<file path="src/rtl/bin2bcd_pkg.sv">
// Shared types and default sizes for the sequential binary-to-BCD converter.
package bin2bcd_pkg;

    localparam int DEF_BIN_W  = 10;
    localparam int DEF_DIGITS = 4;

    typedef enum logic [1:0] {
        IDLE = 2'd0,
        CONV = 2'd1,
        DONE = 2'd2
    } state_t;

endpackage

</file>
<file path="src/rtl/bcd_adj3.sv">
// Double-dabble digit correction: add 3 to a BCD digit of 5 or more.
// Latency: combinational.
// Backpressure: none.
module bcd_adj3 (
    input  logic [3:0] digit,
    output logic [3:0] adj
);

    assign adj = (digit >= 4'd5) ? digit + 4'd3 : digit;

endmodule

</file>
<file path="src/rtl/bin2bcd_seq.sv">
// Sequential binary-to-BCD converter (shift-and-add-3), one input bit per clock, MSB first.
// Latency: done pulses BIN_W+1 cycles after the accepting edge; bcd is registered.
// Backpressure: start only accepted while ready (IDLE); requests in CONV/DONE are dropped.
module bin2bcd_seq
    import bin2bcd_pkg::*;
#(
    parameter int BIN_W  = DEF_BIN_W,
    parameter int DIGITS = DEF_DIGITS
) (
    input  logic                  clk,
    input  logic                  rst,
    input  logic                  start,
    input  logic [BIN_W-1:0]      bin_in,
    output logic                  ready,
    output logic                  done,
    output logic [4*DIGITS-1:0]   bcd
);

    localparam int BCD_W = 4 * DIGITS;
    localparam int CNT_W = $clog2(BIN_W + 1);

    state_t            state;
    state_t            state_nxt;
    logic [BIN_W-1:0]  shift_q;
    logic [BCD_W-1:0]  work_q;
    logic [BCD_W-1:0]  work_adj;
    logic [BCD_W-1:0]  work_shf;
    logic [CNT_W-1:0]  cnt_q;
    logic              last_bit;
    logic              accept;
    logic              unused_top_bit;

    // All digits are corrected in parallel on the pre-shift value.
    for (genvar d = 0; d < DIGITS; d++) begin : g_adj
        bcd_adj3 u_adj (
            .digit (work_q[4*d +: 4]),
            .adj   (work_adj[4*d +: 4])
        );
    end

    assign work_shf       = {work_adj[BCD_W-2:0], shift_q[BIN_W-1]};
    assign unused_top_bit = work_adj[BCD_W-1];
    assign last_bit       = (cnt_q == CNT_W'(1));
    assign accept         = (state == IDLE) && start;

    always_ff @(posedge clk) begin
        if (rst) begin
            state <= IDLE;
        end else begin
            state <= state_nxt;
        end
    end

    always_comb begin
        state_nxt = state;
        ready     = 1'b0;
        done      = 1'b0;
        case (state)
            IDLE: begin
                ready = 1'b1;
                if (start) begin
                    state_nxt = CONV;
                end
            end
            CONV: begin
                if (last_bit) begin
                    state_nxt = DONE;
                end
            end
            DONE: begin
                done      = 1'b1;
                state_nxt = IDLE;
            end
            default: begin
                state_nxt = IDLE;
            end
        endcase
    end

    always_ff @(posedge clk) begin
        if (rst) begin
            shift_q <= '0;
            work_q  <= '0;
            cnt_q   <= '0;
            bcd     <= '0;
        end else if (accept) begin
            shift_q <= bin_in;
            work_q  <= '0;
            cnt_q   <= CNT_W'(BIN_W);
        end else if (state == CONV) begin
            shift_q <= {shift_q[BIN_W-2:0], 1'b0};
            work_q  <= work_shf;
            cnt_q   <= cnt_q - CNT_W'(1);
            // Publish only the final shifted value so bcd stays stable otherwise.
            if (last_bit) begin
                bcd <= work_shf;
            end
        end
    end

endmodule

</file>
<file path="config.mk">
export PLATFORM = sky130hd
export DESIGN_NAME = bin2bcd_seq
export DESIGN_NICKNAME = d
export VERILOG_FILES = /design/src/rtl/bin2bcd_pkg.sv /design/src/rtl/bcd_adj3.sv /design/src/rtl/bin2bcd_seq.sv
export SDC_FILE = /design/constraint.sdc
export NUM_CORES = 1
export LEC_CHECK = 0
export CORE_UTILIZATION = 32
export DETAILED_ROUTE_END_ITERATION = 6
export PLACE_DENSITY = 0.59
export SLEW_MARGIN = 20
export SYNTH_ARGS = -nofsm -noshare
export SYNTH_HDL_FRONTEND = slang
export SYNTH_SLANG_ARGS = --single-unit
</file>
<file path="constraint.sdc">
create_clock -name clk -period 2.1 [get_ports clk]
set_input_delay 0.63 -clock clk [delete_from_list [all_inputs] [get_ports clk]]
set_output_delay 0.63 -clock clk [all_outputs]
set_load 0.02 [all_outputs]
</file>
==> results by group <==
Status
  – Outcome: finished with violations
  – Violated checks: DRC

Logic synthesis
  – XOR/XNOR Fraction of Synth Area: 2.025%
  – Mux cell area share after synthesis: 2.546%
  – Register area share after synthesis: 44.44%
  – Synth Area in Adders: 5.787%
  – Syn Std Cell Area: 2162 µm²
  – Synthesized instance count: 245
  – Ranking of synthesized cells by area: dfxtp_1 44%, a21oi_1 7.2%, ha_1 5.8%
  – Avg Inst Size Synth: 8.825 µm²
  – Post-synth top area cell: dfxtp_1
  – Simple-Gate Fraction of Synth Area: 18.34%
  – Synth cell types: 30
  – Primary FF master, synth: dfxtp_1
  – Yosys top cell area share: 44.44%
  – Post-synthesis compound-gate area fraction: 22.11%
  – Post-synthesis async set-or-reset flop share: 0%
  – Number of synthesized flops with an enable pin: 0
  – Largest family of logic cells by synthesized area: compound AO/OA/AOI/OAI gates
  – Synth Net Count: 268
  – Yosys warnings: 0
  – Flops & latches, synth: 48

Placement
  – Placed inst area: 2603 µm²
  – Dpl cells: 353
  – PortBufs: 30
  – Gpl congestion: 0.7363
  – Worst slack, placed: 63.81 ps
  – DP HPWL: 3.266 mm

Finish
  – Post-route cell area: 2715 µm²
  – Non-filler cells, final: 361
  – Share of layout cells above drive strength 1: 13.03%
  – Util after Layout: 42.28%
  – # diodes: 0
  – Area grow syn2layout: 25.58%
  – Layout net count: 306
  – Fillers: 627

Pwr
  – Sw Ratio: 24.56%
  – Peak VDD IR: 249.5 µV
  – Int Power: 1.392 mW
  – Clk pwr share: 36.2%
  – NetSw: 0.4533 mW
  – Comb power frac: 11.8%
  – Power Density: 679.8 nW/µm²
  – Final Total Pwr: 1.846 mW
  – Pleak: 0.9383 nW
  – Sequential power share: 52.1%

Critical path
  – Crit path kind: flip-flop to output pin
  – Worst endpoint required time: 1470 ps
  – CP bufs+invs: 1
  – Slowest-stage cell, CP: clkdlybuf4s50_1
  – CP Max Fanout: 2
  – Worst path top cell family by delay: buffers and inverters
  – Worst Setup Start Kind: flip-flop
  – CP endpoint kind: output pin
  – Crit path DAT: 1250 ps
  – Crit-path cells: clkdlybuf4s50_1
  – Biggest cell delay along the critical path: 610 ps

Floorplan
  – Die Y: 84.20 µm
  – Initial core utilization: 33.66%
  – Io pins: 31
  – # rows: 29
  – Core area: 6422 µm²
  – Die width: 84.20 µm
  – Die area: 7089 µm²

Flow run
  – # Max-Cap Violations: 0

Drt
  – Vias per Instance: 5.039
  – DR pass1 iterations: 6
  – Routed len/inst: 12.94 µm
  – Post-route ant nets: 0
  – Vias: 1819
  – Number of remaining DRC errors: 2
  – Iteration-0 DRC Markers: 101
  – Final wirelength: 4.670 mm

Clock network
  – Clk_lat worst skew: 300 ps
  – Root buf cell: clkbuf_8
  – CTS tree: done
  – Clock Pin Slew Worst Setup and Hold Paths: 90 ps
  – H-tree depth: 2
  – Clk buf depth: 2
  – Post-CTS setup buffers: 0
  – CTS Buf Count: 5
  – Sinks on Clock Net: 48

GRT
  – Vias in the first global route: 1670
  – Initial antenna violation count: 0
  – GR Util All Layers: 13.34%
  – Pin count of the biggest net entering global routing: 16
  – First-pass GRT wire length: 7.679 mm
  – GRT overflow: 0

STA
  – Fin Clk Skew: 7.874 ps
  – Final Cycle Share: 89.74%
  – Min Hold Slack: 456.2 ps
  – Worst slew margin: 73.99%
  – RSZ-0062 raised after global routing: false
  – Fin crit period: 1884 ps
  – Worst Tran Pin Value: 386.6 ps
  – Hold Vio Cnt, Final: 0
  – Setup TNS: 0 ps
  – Final slew viol count: 0
  – Setup violators final: 0
  – Final worst slack: 215.5 ps
  – F_max: 530.6 MHz

Hold path
  – Worst Hold Class: flip-flop to flip-flop
[cell usage after synthesis (7+ instances only)]
cell      number
a211oi_1       7
nand2b_1      13
a22oi_1        9
clkbuf_1       7
inv_1         11
nand3_1        9
nor2_1        17
ha_1          10
dfxtp_1       48
nand2_1       24
a21oi_1       31
o21ai_0       15
o22ai_2        7
[power by group through the flow]
stage / Sequential [mW] / Clock (mW) / Combinational (mW)
after floorplan: 0.981 / 0 / 0.132
after CTS: 0.961 / 0.695 / 0.220
final: 0.961 / 0.667 / 0.217
after global routing: 0.966 / 0.733 / 0.241
after detailed placement: 0.982 / 0 / 0.219
after global placement: 0.982 / 0 / 0.218
[sequential cells by signal, indices dropped and copies added (netlist names)]
register  flops
bcd          16
work_q       16
shift_q      10
cnt_q         4
state         2
[placed cells by master (no fill, tap or decap), types with 2 or more instances in the layout]
cell type,n
a211oi_1,7
a21oi_1,31
a22oi_1,9
buf_4,14
clkbuf_8,5
clkdlybuf4s50_1,28
dfxtp_1,48
ha_1,10
inv_1,11
mux2_2,4
nand2_1,24
nand2b_1,13
nand3_1,9
nor2_1,17
nor2b_1,2
nor3b_1,6
o21ai_0,15
o22ai_1,5
o22ai_2,7
xnor2_1,4
[logic make-up after synthesis]
family	Yosys count
fa+ha+maj	10
flops	48
buf+inv	24
simple gates	78
xor+xnor	5
mux	5
compound gates	75
[per-layer routing]
metal	track usage, %	part of all wire (%)
met5	0	0
met4	4.702	0.88
met3	2.753	2.9
met2	21.91	46
met1	17.43	50
[worst paths after layout]
path	from	to	slack, ps	cells past startpoint
setup / recovery	bcd[11]$_SDFFE_PP0P_	bcd[11]	220	1
hold / removal	shift_q[1]$_SDFFE_PP0P_	shift_q[1]$_SDFFE_PP0P_	460	2
setup reg to reg	cnt_q[0]$_SDFFE_PP0P_	bcd[11]$_SDFFE_PP0P_	370	6
hold reg to reg	shift_q[1]$_SDFFE_PP0P_	shift_q[1]$_SDFFE_PP0P_	460	2
[cell type report]
| class | count | area (µm²) | area share, % |
|---|---|---|---|
| multi-input cells | 173 | 1099 | 40.46 |
| flip-flops and latches | 48 | 960.9 | 35.39 |
| repair buffers | 44 | 406.6 | 14.98 |
| well taps | 77 | 96.34 | 3.548 |
| clock buffers | 5 | 68.82 | 2.535 |
| clock inverters | 3 | 42.54 | 1.567 |
| inverters | 11 | 41.29 | 1.521 |
[timing repair]
action,4_1_cts,5_1_grt
resized for setup,1,1
hold buffers,0,0
endpoints found under the hold margin,0,0
setup endpoints to repair,1,1
No activity file was read; power rests on OpenSTA's default activity.
